==> src/rtl/ps2_scancode_decoder_pkg.sv <==
// Shared types and constants for the PS/2 scan-code set 2 decoder.
package ps2_pkg;

  typedef enum logic [2:0] {
    IDLE    = 3'd0,
    EXT     = 3'd1,
    BRK     = 3'd2,
    EXT_BRK = 3'd3,
    PAUSE   = 3'd4
  } ps2_state_e;

  localparam logic [7:0] PS2_EXT    = 8'hE0;
  localparam logic [7:0] PS2_BRK    = 8'hF0;
  localparam logic [7:0] PS2_PAUSE  = 8'hE1;
  localparam logic [7:0] PS2_BAT_OK = 8'hAA;
  localparam logic [7:0] PS2_ACK    = 8'hFA;
  localparam logic [7:0] PS2_ECHO   = 8'hEE;
  localparam logic [7:0] PS2_RESEND = 8'hFE;

  localparam int unsigned PS2_EVT_W = 10;

  typedef struct packed {
    logic       ext;
    logic       brk;
    logic [7:0] code;
  } ps2_evt_t;

  // Device responses and keyboard error codes that never become key events.
  function automatic logic ps2_is_ignored(input logic [7:0] b);
    return (b == PS2_BAT_OK) || (b == PS2_ACK) || (b == PS2_ECHO) ||
           (b == PS2_RESEND) || (b == 8'h00) || (b == 8'hFF);
  endfunction

endpackage

==> src/rtl/ps2_scancode_decoder_if.sv <==
// Key-event read port: show-ahead head fields with a valid/ready pop handshake.
interface ps2_evt_if;
  logic [7:0] evt_code;
  logic       evt_ext;
  logic       evt_brk;
  logic       evt_valid;
  logic       evt_ready;

  modport master (output evt_code, evt_ext, evt_brk, evt_valid, input evt_ready);
  modport slave  (input evt_code, evt_ext, evt_brk, evt_valid, output evt_ready);
endinterface

==> src/rtl/ps2_scancode_decoder_sync_fifo.sv <==
// Show-ahead synchronous FIFO; head data reads as zero while empty.
module sync_fifo #(
  parameter int unsigned WIDTH = 10,
  parameter int unsigned DEPTH = 8
) (
  input  logic             clk,
  input  logic             rst,
  input  logic             push,
  input  logic [WIDTH-1:0] wdata,
  input  logic             pop,
  output logic [WIDTH-1:0] rdata,
  output logic             empty,
  output logic             full
);
  localparam int unsigned AW = $clog2(DEPTH);
  localparam int unsigned CW = AW + 1;

  logic [WIDTH-1:0] mem [DEPTH];
  logic [AW-1:0]    wr_ptr;
  logic [AW-1:0]    rd_ptr;
  logic [CW-1:0]    count;
  logic             pop_fire;
  logic             push_fire;

  assign empty     = (count == '0);
  assign full      = (count == CW'(DEPTH));
  assign pop_fire  = pop & ~empty;
  // A pop in the same cycle frees the slot, so a full FIFO still accepts the push.
  assign push_fire = push & (~full | pop_fire);
  assign rdata     = empty ? '0 : mem[rd_ptr];

  always_ff @(posedge clk) begin
    if (rst) begin
      wr_ptr <= '0;
      rd_ptr <= '0;
      count  <= '0;
    end else begin
      if (push_fire) wr_ptr <= wr_ptr + AW'(1);
      if (pop_fire)  rd_ptr <= rd_ptr + AW'(1);
      case ({push_fire, pop_fire})
        2'b10:   count <= count + CW'(1);
        2'b01:   count <= count - CW'(1);
        default: count <= count;
      endcase
    end
  end

  always_ff @(posedge clk) begin
    if (push_fire) mem[wr_ptr] <= wdata;
  end

endmodule

==> src/rtl/ps2_scancode_decoder.sv <==
// PS/2 set-2 scan-code decoder: syncs the receiver strobe, strips prefixes, queues key events.
module ps2_scancode_decoder
  import ps2_pkg::*;
#(
  parameter int unsigned FIFO_DEPTH = 8,
  parameter int unsigned ERR_CNT_W  = 8
) (
  input  logic                 clk,
  input  logic                 rst,
  input  logic [7:0]           rx_data,
  input  logic                 rx_valid,
  input  logic                 rx_err,
  ps2_evt_if.master            evt,
  output logic                 overflow,
  output logic [ERR_CNT_W-1:0] err_cnt,
  input  logic                 clr_status
);
  localparam logic [2:0] S_IDLE    = 3'(IDLE);
  localparam logic [2:0] S_EXT     = 3'(EXT);
  localparam logic [2:0] S_BRK     = 3'(BRK);
  localparam logic [2:0] S_EXT_BRK = 3'(EXT_BRK);
  localparam logic [2:0] S_PAUSE   = 3'(PAUSE);

  logic       vld_s1, vld_s2, vld_s3;
  logic       err_s1, err_s2;
  logic       strobe_c;
  logic [7:0] byte_q;
  logic       err_q;
  logic       byte_stb;
  logic [2:0] state_q, state_d;
  logic [2:0] pcnt_q, pcnt_d;
  logic       push_c;
  logic       err_evt_c;
  logic       drop_c;
  ps2_evt_t   evt_d;
  ps2_evt_t   head;
  logic       fifo_empty, fifo_full;

  // Valid chain resets high so a level already asserted at reset release is not a new byte.
  always_ff @(posedge clk) begin
    if (rst) begin
      {vld_s1, vld_s2, vld_s3} <= 3'b111;
      {err_s1, err_s2}         <= 2'b00;
    end else begin
      {vld_s1, vld_s2, vld_s3} <= {rx_valid, vld_s1, vld_s2};
      {err_s1, err_s2}         <= {rx_err, err_s1};
    end
  end

  assign strobe_c = vld_s2 & ~vld_s3;

  always_ff @(posedge clk) begin
    if (rst) begin
      byte_stb <= 1'b0;
      byte_q   <= '0;
      err_q    <= 1'b0;
    end else begin
      byte_stb <= strobe_c;
      if (strobe_c) begin
        byte_q <= rx_data;
        err_q  <= err_s2;
      end
    end
  end

  always_ff @(posedge clk) begin
    if (rst) begin
      state_q <= S_IDLE;
      pcnt_q  <= '0;
    end else begin
      state_q <= state_d;
      pcnt_q  <= pcnt_d;
    end
  end

  always_comb begin
    state_d   = state_q;
    pcnt_d    = pcnt_q;
    push_c    = 1'b0;
    err_evt_c = 1'b0;
    evt_d     = '{ext: 1'b0, brk: 1'b0, code: byte_q};
    if (byte_stb) begin
      if (err_q) begin
        state_d   = S_IDLE;
        pcnt_d    = '0;
        err_evt_c = 1'b1;
      end else begin
        case (state_q)
          S_IDLE: begin
            if (byte_q == PS2_EXT) state_d = S_EXT;
            else if (byte_q == PS2_BRK) state_d = S_BRK;
            else if (byte_q == PS2_PAUSE) begin
              state_d = S_PAUSE;
              pcnt_d  = '0;
            end else if (!ps2_is_ignored(byte_q)) push_c = 1'b1;
          end
          S_EXT: begin
            if (byte_q == PS2_BRK) state_d = S_EXT_BRK;
            else if (byte_q != PS2_EXT) begin
              push_c    = 1'b1;
              evt_d.ext = 1'b1;
              state_d   = S_IDLE;
            end
          end
          S_BRK: begin
            push_c    = 1'b1;
            evt_d.brk = 1'b1;
            state_d   = S_IDLE;
          end
          S_EXT_BRK: begin
            push_c    = 1'b1;
            evt_d.ext = 1'b1;
            evt_d.brk = 1'b1;
            state_d   = S_IDLE;
          end
          S_PAUSE: begin
            // Pause is E1 plus seven fixed bytes; report it once as a single E1 make.
            if (pcnt_q == 3'd6) begin
              push_c     = 1'b1;
              evt_d.code = PS2_PAUSE;
              pcnt_d     = '0;
              state_d    = S_IDLE;
            end else begin
              pcnt_d = pcnt_q + 3'd1;
            end
          end
          default: state_d = S_IDLE;
        endcase
      end
    end
  end

  sync_fifo #(.WIDTH(PS2_EVT_W), .DEPTH(FIFO_DEPTH)) u_fifo (
    .clk   (clk),
    .rst   (rst),
    .push  (push_c),
    .wdata (evt_d),
    .pop   (evt.evt_ready),
    .rdata (head),
    .empty (fifo_empty),
    .full  (fifo_full)
  );

  assign evt.evt_code  = head.code;
  assign evt.evt_ext   = head.ext;
  assign evt.evt_brk   = head.brk;
  assign evt.evt_valid = ~fifo_empty;

  assign drop_c = push_c & fifo_full & ~(evt.evt_ready & ~fifo_empty);

  // A same-cycle event takes priority over clr_status.
  always_ff @(posedge clk) begin
    if (rst) begin
      overflow <= 1'b0;
      err_cnt  <= '0;
    end else begin
      if (drop_c) overflow <= 1'b1;
      else if (clr_status) overflow <= 1'b0;

      if (err_evt_c) begin
        if (clr_status) err_cnt <= ERR_CNT_W'(1);
        else if (!(&err_cnt)) err_cnt <= err_cnt + ERR_CNT_W'(1);
      end else if (clr_status) begin
        err_cnt <= '0;
      end
    end
  end

endmodule

==> src/flat_wrapper.sv <==
// flat-port wrapper written by rule: the top's interface ports become plain ports
module ps2_scancode_decoder_flat import ps2_pkg::*;
#(
  parameter int unsigned FIFO_DEPTH = 8,
  parameter int unsigned ERR_CNT_W  = 8
)
  (clk, rst, rx_data, rx_valid, rx_err, overflow, err_cnt, clr_status, evt_evt_code, evt_evt_ext, evt_evt_brk, evt_evt_valid, evt_evt_ready);
  ps2_evt_if evt_i ();
  input  logic clk;
  input  logic rst;
  input  logic [7:0] rx_data;
  input  logic rx_valid;
  input  logic rx_err;
  output logic overflow;
  output logic [ERR_CNT_W-1:0] err_cnt;
  input  logic clr_status;
  output wire logic [$bits(evt_i.evt_code)-1:0] evt_evt_code;
  output wire logic [$bits(evt_i.evt_ext)-1:0] evt_evt_ext;
  output wire logic [$bits(evt_i.evt_brk)-1:0] evt_evt_brk;
  output wire logic [$bits(evt_i.evt_valid)-1:0] evt_evt_valid;
  input wire logic [$bits(evt_i.evt_ready)-1:0] evt_evt_ready;
  assign evt_evt_code = evt_i.evt_code;
  assign evt_evt_ext = evt_i.evt_ext;
  assign evt_evt_brk = evt_i.evt_brk;
  assign evt_evt_valid = evt_i.evt_valid;
  assign evt_i.evt_ready = evt_evt_ready;
  ps2_scancode_decoder #(.FIFO_DEPTH(FIFO_DEPTH), .ERR_CNT_W(ERR_CNT_W)) u_core (.clk(clk), .rst(rst), .rx_data(rx_data), .rx_valid(rx_valid), .rx_err(rx_err), .evt(evt_i), .overflow(overflow), .err_cnt(err_cnt), .clr_status(clr_status));
endmodule
==> config.mk <==
export PLATFORM = sky130hd
export DESIGN_NAME = ps2_scancode_decoder_flat
export DESIGN_NICKNAME = d
export VERILOG_FILES = /design/src/rtl/ps2_scancode_decoder_pkg.sv /design/src/rtl/ps2_scancode_decoder_if.sv /design/src/rtl/ps2_scancode_decoder_sync_fifo.sv /design/src/rtl/ps2_scancode_decoder.sv /design/src/flat_wrapper.sv
export SDC_FILE = /design/constraint.sdc
export NUM_CORES = 1
export LEC_CHECK = 0
export CORE_MARGIN = 4
export CORE_UTILIZATION = 63
export CTS_CLUSTER_SIZE = 24
export DETAILED_ROUTE_END_ITERATION = 7
export PLACE_DENSITY = 0.84
export SLEW_MARGIN = 20
export SYNTH_ARGS = -nofsm -noshare
export SYNTH_HDL_FRONTEND = slang
export SYNTH_SLANG_ARGS = --single-unit
export TNS_END_PERCENT = 10
==> constraint.sdc <==
create_clock -name clk -period 6.8 [get_ports clk]
set_clock_uncertainty 0.15 [all_clocks]
set_input_delay 1.7 -clock clk [delete_from_list [all_inputs] [get_ports clk]]
set_output_delay 1.7 -clock clk [all_outputs]
set_load 0.05 [all_outputs]
# ---- Word-level counts from Yosys, hierarchy flattened
# Memories as Yosys holds them, arrays and structs flattened. A register that Yosys moved wholly into a read port is not among the register bits.
# Index checks and enable logic that the tools add are counted.
dict set report classes {
  add_sub_neg 6
  n_eq_ne 24
  muxes 44
  n_bitwise 10
  reduce_logical 17
}
# operator count
set ops {}
lappend ops {{8-bit equality test, second input constant} 8}
lappend ops {{8-bit 2-to-1 mux} 6}
lappend ops {{3-bit 2-to-1 mux} 14}
lappend ops {{10-bit 2-to-1 mux} 3}
lappend ops {{1-bit 2-to-1 mux} 16}
lappend ops {{3-bit by 1-bit adder with 3-bit output, second input constant} 3}
lappend ops {{3-bit one-hot mux with 3 select lines} 1}
lappend ops {{8-bit by 1-bit adder with 8-bit output, second input constant} 1}
lappend ops {{8-bit zero test} 1}
lappend ops {{8-bit != test, second input constant} 1}
lappend ops {{4-bit one-hot mux with 2 select lines} 1}
lappend ops {{8-bit AND reduction} 1}
lappend ops {{3-bit by 2-bit equality test with 1-bit output, second input constant} 2}
lappend ops {{3-bit equality test, second input constant} 2}
lappend ops {{3-bit by 1-bit != test with 1-bit output, second input constant} 2}
lappend ops {{3-bit by 2-bit != test with 1-bit output, second input constant} 2}
lappend ops {{3-bit one-hot mux with 2 select lines} 1}
lappend ops {{2-bit nonzero test} 3}
lappend ops {{1-bit AND} 5}
lappend ops {{1-bit logical OR} 5}
lappend ops {{5-bit by 1-bit != test with 1-bit output, second input constant} 1}
lappend ops {{5-bit AND reduction} 1}
lappend ops {{4-bit by 1-bit adder with 4-bit output, second input constant} 1}
lappend ops {{4-bit equality test, second input constant} 1}
lappend ops {{other kinds (16)} 19}
dict set report word_totals {
  reg_bits 40
  ramBits 80
  in_bits 14
  out_inout_bits 20
  wordCells 117
  n_memories 1
}
# memory words word_bits rd rd_clocked_by_memory_dff wr line
set mem_list {}
lappend mem_list {u_core.u_fifo.mem 8 10 1 1 1 ps2_scancode_decoder_sync_fifo.sv:18} ;# logic [WIDTH-1:0] mem [DEPTH];

# ---- Depth between registers and ports, before layout
# Gate-level depths: netlist of run 1.
dict set report logic_depth {
  ltp_word 16
  mapped_depth 11
  ltp_nobuf 10
}

# ---- By module
# A second synthesis of run 1 with hierarchy kept.
dict set report unflattened {
  cells_unflattened 397
  hier_area_um2 5251.3
}
# mod n_inst cells_per_inst area_per_inst_um2 seq_area_each_um2
set by_module_without_submodules {}
lappend by_module_without_submodules {sync_fifo 1 208 3759.9 2662.6}
lappend by_module_without_submodules {ps2_scancode_decoder 1 189 1491.4 600.6}

# ---- Least setup slack after synthesis of run 1
# Ideal clock, no wire load.
dict set report synth_path {
  path_type {input port to flip-flop}
  from {input port evt_evt_ready}
  to {memory u_core.u_fifo.mem[0][0] (enable)}
  setup_ps 403
  t_arrival_ps 3105
  required_ps 6247
  slack_ps 3141
  path_stages 3
  n_path_buf 0
  path_cell_list {nand3b_1 -> o21ai_1 -> nor4_1}
}
dict set report synth_between {
  elab_chain_len 5
}
# item line
set synth_rtl {}
lappend synth_rtl {{from (decl)} flat_wrapper.sv:21} ;# input wire logic [$bits(evt_i.evt_ready)-1:0] evt_evt_ready;
lappend synth_rtl {{1-bit AND} ps2_scancode_decoder_sync_fifo.sv:27} ;# assign pop_fire = pop & ~empty;
lappend synth_rtl {{1-bit OR} ps2_scancode_decoder_sync_fifo.sv:29} ;# assign push_fire = push & (~full | pop_fire);
lappend synth_rtl {{1-bit AND} ps2_scancode_decoder_sync_fifo.sv:29}
lappend synth_rtl {{1-bit 2-to-1 mux} ps2_scancode_decoder_sync_fifo.sv:49} ;# if (push_fire) mem[wr_ptr] <= wdata;
lappend synth_rtl {{1-bit 2-to-1 mux (not written as such)} ps2_scancode_decoder_sync_fifo.sv:49}
lappend synth_rtl {{to (decl)} ps2_scancode_decoder_sync_fifo.sv:18}
# Every way passes these cells.

==> results of run 1 <==
worst max path at each step:
stage | from | endpoint | slack (ps) | cells past startpoint
global route | flip-flop | evt_evt_code[6] | 1900 | 4
detailed placement | evt_evt_ready | u_core.u_fifo.count[3]$_SDFFE_PP0P_ | 2490 | 9
CTS | flip-flop | evt_evt_ext | 2000 | 4
floorplan | evt_evt_ready | u_core.u_fifo.mem[0][0]$_DFFE_PP_ | 3140 | 3
global placement | evt_evt_ready | u_core.u_fifo.count[3]$_SDFFE_PP0P_ | 2570 | 9
finish | flip-flop | evt_evt_ext | 2060 | 4
power by group through the flow:
stage / clock network, mW / logic, mW / registers, mW
6_report: 0.882 / 0.496 / 0.823
5_1_grt: 0.938 / 0.531 / 0.825
4_1_cts: 0.892 / 0.502 / 0.823
3_5_place_dp: 0 / 0.495 / 0.838
3_3_place_gp: 0 / 0.483 / 0.837
2_1_floorplan: 0 / 0.350 / 0.830
placed cells by master, fill, tap and decap left out, types with 5 or more instances in the layout:
master / Yosys / routed
clkdlybuf4s50_1: 0 / 33
nor3_1: 8 / 5
nand3_1: 9 / 9
clkbuf_16: 0 / 16
nor2b_1: 9 / 9
ha_1: 5 / 5
mux4_2: 20 / 20
xor2_1: 8 / 8
nor2_1: 35 / 35
inv_1: 8 / 8
mux2i_1: 12 / 12
a21oi_1: 21 / 21
or2_2: 5 / 5
buf_4: 0 / 5
dfxtp_1: 43 / 43
nand2_1: 35 / 35
and2_1: 5 / 5
edfxtp_1: 80 / 80
nand2b_1: 11 / 11
final cells by class:
type,count,area (um^2)
inverters,8,30.0
clock buffers,17,414
clock inverters,15,173
well taps,102,128
repair buffers,38,368
flip-flops and latches,123,3260
fillers,470,1640
multi-input cells,238,1830
stage by stage:
| step | setup WS (ps) | power, mW | util |
|---|---|---|---|
| 6_report | 2060 | 2.20 | 0.791 |
| 5_1_grt | 1900 | 2.29 | 0.791 |
| 4_1_cts | 2000 | 2.22 | 0.791 |
| 3_5_place_dp | 2490 | 1.33 | 0.716 |
| 3_3_place_gp | 2570 | 1.32 | 0.716 |
| 2_1_floorplan | 3140 | 1.18 | - |
routing by layer:
| layer | up-vias | global-route usage | wire [um] |
|---|---|---|---|
| met3 | 14 | 0.0856 | 651 |
| met4 | 0 | 0.0903 | 156 |
| met5 | - | 0 | 0 |
| met2 | 118 | 0.404 | 5610 |
| met1 | 1648 | 0.295 | 4380 |
| li1 | 1527 | - | - |
sequential cells by signal (all words and copies together), names as in the netlist, 3 cells and up, named ones only:
register              flops
u_core.err_cnt            8
u_core.state_q            3
u_core.pcnt_q             3
u_core.u_fifo.count       4
u_core.u_fifo.rd_ptr      3
u_core.u_fifo.wr_ptr      3
u_core.byte_q             8
u_core.u_fifo.mem        80
critical path: stages (launching register included):
cell and delay, ps:
dfxtp_1 950, mux4_2 370, mux2i_1 80, nor2_1 150
clkdlybuf4s50_1 820
cells by family after synthesis:
family | count (synthesis)
multiplexers | 33
buffers and inverters | 26
adder cells (fa/ha/maj) | 6
AO/OA/AOI/OAI | 50
XOR/XNOR | 10
AND/OR/NAND/NOR | 139
flip-flops | 123
==> run_results.csv, run 1 <==
group,metric,value,unit
cts,cts_buffers,17,
drt,drtIter0Drc,225,
yosys,synth.top_cell.area_share,0.465,
global_routing,grt_pass1_wl,17900,um
finish,stdcell_count,541,
timing,hold_viol_final,0,
worst_hold_path,holdCritStartpoint,"u_core.vld_s1$_SDFF_PP1_",
yosys,synth.largest_area_cell,"edfxtp_1",
timing,max_slew.worst_pin.slew,1090,ps
drt,wl,10800,um
timing,slew_headroom,0.270,
setup_path,start_kind,"flip-flop",
setup_path,reg2reg_depth,6,
pwr,powerDensity,355,nW/um^2
timing,rsz0062_at_grt,"no",
yosys,syn-cell-area,5170,um^2
yosys,synth.top_cells.by_area,"edfxtp_1, dfxtp_1, mux4_2",
drt,num_vias,3307,
worst_hold_path,hp-class,"reg2reg",
finish,design_area,6210,um^2
run,drv_cap,0,
cts,cts_buffer_depth,2,
timing,setup_viol,0,
drt,vias_per_cell,6.11,
pwr,switching_share,0.296,
floorplan,initial_utilization,0.658,
cts,clkLatencyLatePin,510,ps
yosys,ys_seq_area_frac,0.632,
setup_path,critPathArrivalTime,2890,ps
drt,first_pass_iters,4,
cts,clkSinkCount,123,
pwr,p_switching,0.652,mW
setup_path,reg2reg_to,"u_core.u_fifo.mem[5][7]$_DFFE_PP_",
cts,cts_resized,0,
yosys,muxShareOfSynthArea,0.113,
pwr,leakage,2.07,nW
drt,ant_nets,0,
timing,finalMaxSlewViolations,0,
cts,hold_buffers,0,
floorplan,chipHeight,98.6,um
global_routing,grt_antenna_before_repair,0,
yosys,synth_top_family_by_area,"simple AND/OR/NAND/NOR gates",
cts,cts.clk_slew.worst_paths,60,ps
setup_path,r2r_start,"u_core.state_q[2]$_SDFFE_PP0P_",
yosys,syn_avg_cell_area,13.3,um^2
place,dp.cells,509,
pwr,seq_power_share,0.374,
worst_hold_path,hold-path-endpoint,"u_core.vld_s2$_SDFF_PP1_",
timing,fmax,0.211,GHz
floorplan,die_w,98.6,um
finish,drive_above_1_share,0.166,
yosys,synth_simple_gate_area_share,0.136,
finish,final_nets,446,
setup_path,crit_required,4950,ps
place,numPortBuffers,33,
cts,cts_tree,"built",
global_routing,gr-usage-all-layers,0.243,
setup_path,path_class,"reg2out",
place,dpl_cell_area,5620,um^2
setup_path,endpoint_kind,"output port",
global_routing,gr-total-overflow,0,
pwr,pwr-share-comb,0.225,
worst_hold_path,min_path_cells,1,
global_routing,grt_pass1_vias,3466,
yosys,ys_top_cells_by_count,"edfxtp_1, dfxtp_1, nand2_1, nor2_1, a21oi_1",
yosys,synth.most_common_cell,"edfxtp_1",
yosys,synth-adder-area-share,0.0160,
status,status,"finished, final reports clean",
yosys,synth_compound_area_frac,0.0676,
yosys,ys_seq_elements,123,
cts,htreeDepth,4,
setup_path,regToRegSetupSlack,3570,ps
floorplan,io_pins,34,
drt,drc,0,
floorplan,core-area,7850,um^2
global_routing,grt_max_degree,29,
finish,area_growth_syn_to_layout,20.1,%
timing,period_needed,4740,ps
floorplan,dieArea,9710,um^2
yosys,ys_types,56,
place,gp_congestion,0.832,
place,dp_hpwl,6550,um
finish,num_antenna_cells,0,
yosys,synth-edff-count,80,
setup_path,path_max_fanout,20,
timing,finalCritPeriodShare,0.697,
pwr,vdd_ir_drop_max,0.000251,V
drt,wl_per_cell,20.0,um
timing,fin_hold_ws,261,ps
cts,root_buffer,"clkbuf_8",
floorplan,num_rows,32,
yosys,synthesis.nets,407,
yosys,synth_warnings,0,
pwr,internal_power,1.55,mW
timing,finalSetupTns,0,ps
yosys,syn-instance-count,387,
pwr,p_clk_frac,0.401,
cts,post_cts_buffers,0,
yosys,ys.flop_type,"edfxtp_1",
yosys,async_reset_ff_frac,0,
yosys,synth-xor-area-share,0.0170,
No activity file was read; power rests on OpenSTA's default activity.
==> run 2: changes to the inputs <==
Settings changed: CORE_UTILIZATION 63 to 58, PLACE_DENSITY 0.84 to 0.78.
Clock period 6.8 ns to 4.6 ns, I/O delays scaled along.
==> run_results.csv, run 2 (synthesized netlist as in run 1, its figures left out) <==
group,metric,value,unit
finish,drive_above_1_share,0.170,
drt,wl_per_cell,18.0,um
global_routing,grt_max_degree,24,
setup_path,path_cells,"buf_4 -> mux4_2 -> mux2i_1 -> nor2_1 -> clkdlybuf4s50_1",
timing,finalCritPeriodShare,0.864,
setup_path,endpoint_kind,"output port",
timing,slew_headroom,0.510,
cts,cts_resized,0,
cts,cts_tree,"built",
setup_path,path_delay_family,"buffers and inverters",
setup_path,r2r_start,"u_core.state_q[2]$_SDFFE_PP0P_",
finish,layout_commonest_cell,"edfxtp_1",
setup_path,crit_required,3300,ps
worst_hold_path,hp-class,"reg2reg",
cts,hold_buffers,0,
global_routing,gr-usage-all-layers,0.210,
timing,finalMaxSlewViolations,0,
timing,period_needed,3970,ps
place,numPortBuffers,33,
cts,cts_buffer_depth,2,
setup_path,path_max_fanout,20,
setup_path,cp.buffers_inverters,2,
global_routing,grt_antenna_before_repair,0,
global_routing,grt_pass1_wl,16400,um
timing,setup_viol,0,
pwr,vdd_ir_drop_max,0.000444,V
drt,num_vias,3191,
timing,fmax,0.252,GHz
global_routing,grt_most_used_layer,"met2",
finish,final_cell_mix,"edfxtp_1, dfxtp_1, nand2_1, nor2_1, clkdlybuf4s50_1",
finish,reg_top3,"u_core.u_fifo.mem: 80 flops, u_core.byte_q: 8 flops, u_core.err_cnt: 8 flops",
finish,final_nets,453,
drt,vias_per_cell,5.76,
pwr,total_power,3.34,mW
floorplan,core-area,8680,um^2
drt,drc,0,
pwr,leakage,2.11,nW
global_routing,grt_pass1_vias,3243,
drt,wl,9980,um
status,status,"finished, final reports clean",
timing,hold_viol_final,0,
place,dp_hpwl,6330,um
timing,finalSetupTns,0,ps
finish,largest_register_ffs,80,
setup_path,regToRegSetupSlack,1500,ps
global_routing,grt_util_met1,0.267,
drt,ant_nets,0,
setup_path,reg2reg_depth,10,
cts,post_cts_buffers,0,
finish,top_register,"u_core.u_fifo.mem",
place,gp_congestion,0.814,
timing,rsz0062_at_grt,"no",
worst_hold_path,hold-path-endpoint,"u_core.vld_s2$_SDFF_PP1_",
setup_path,critPathArrivalTime,2670,ps
drt,drtIter0Drc,208,
cts,clkSinkCount,123,
floorplan,num_rows,34,
pwr,powerDensity,530,nW/um^2
global_routing,gr-total-overflow,0,
setup_path,start_kind,"flip-flop",
run,drv_cap,0,
global_routing,met2_usage,0.352,
cts,cts.clk_slew.worst_paths,60,ps
finish,area_growth_syn_to_layout,21.9,%
floorplan,io_pins,34,
setup_path,reg2reg_to,"u_core.u_fifo.count[3]$_SDFFE_PP0P_",
finish,fin_util,0.726,
cts,root_buffer,"clkbuf_8",
cts,cts_buffers,17,
floorplan,die_w,102,um
setup_path,path_class,"reg2out",
floorplan,chipHeight,102,um
floorplan,dieArea,10500,um^2
worst_hold_path,holdCritStartpoint,"u_core.vld_s1$_SDFF_PP1_",
global_routing,groute.layer.met3.usage,0.0628,
cts,htreeDepth,4,
cts,clkLatencyLatePin,500,ps
drt,first_pass_iters,4,
worst_hold_path,min_path_cells,1,
floorplan,initial_utilization,0.595,
setup_path,slowest_delay,700,ps
finish,num_antenna_cells,0,
setup_path,slowest_stage,"clkdlybuf4s50_1",
timing,max_slew.worst_pin.slew,734,ps
## run 2: changes by cell type in the layout (fill, tap and decap cells not counted), sizes merged
| cell | change |
|---|---|
| bufinv | +2 |
| inv | +1 |
| clkinvlp | +2 |
| buf | +7 |
| clkinv | -5 |
## run 2: area by class of cell
type	count	area (um^2)
Clock buffer	17	414
Tap cell	108	135
Timing Repair Buffer	45	420
Fill cell	592	2380
Inverter	8	30.0
Sequential cell	123	3260
Multi-Input combinational cell	238	1820
Clock inverter	15	219
## run 2: routing by layer
metal | routed length (um) | vias to the layer above
li1 | - | 1535
met1 | 4310 | 1569
met2 | 5180 | 79
met3 | 395 | 8
met4 | 95 | 0
met5 | 0 | -
## run 2: worst max path at each step
stage | startpoint | endpoint | cells after the start
2_1_floorplan | evt_evt_ready | u_core.u_fifo.mem[0][0]$_DFFE_PP_ | 3
3_3_place_gp | evt_evt_ready | u_core.u_fifo.count[3]$_SDFFE_PP0P_ | 9
3_5_place_dp | evt_evt_ready | u_core.u_fifo.count[3]$_SDFFE_PP0P_ | 9
4_1_cts | flip-flop | evt_evt_code[5] | 5
5_1_grt | flip-flop | evt_evt_code[5] | 5
6_report | flip-flop | evt_evt_code[5] | 5
## run 2: power breakdown
part           internal (mW)  total (mW)  switching (mW)
Combinational          0.276       0.726           0.450
Sequential              1.19        1.21          0.0220
Clock                  0.933        1.40           0.469
Total                   2.40        3.34           0.941
## run 2: per-stage QoR
stage	setup WS [ps]	hold WS, ps	cells	cell area [um^2]
final	625	256	554	6300
after global routing	415	282	554	6300
after CTS	560	256	554	6300
after detailed placement	853	243	522	5660
after global placement	917	243	522	5660
after floorplan	1490	239	387	5170
==> run 3: changes to the inputs <==
Settings changed: ABC_CLOCK_PERIOD_IN_PS set to 4600.
==> results of run 3 <==
Same layout as run 2: the final DEF is identical, and so are final timing and power.
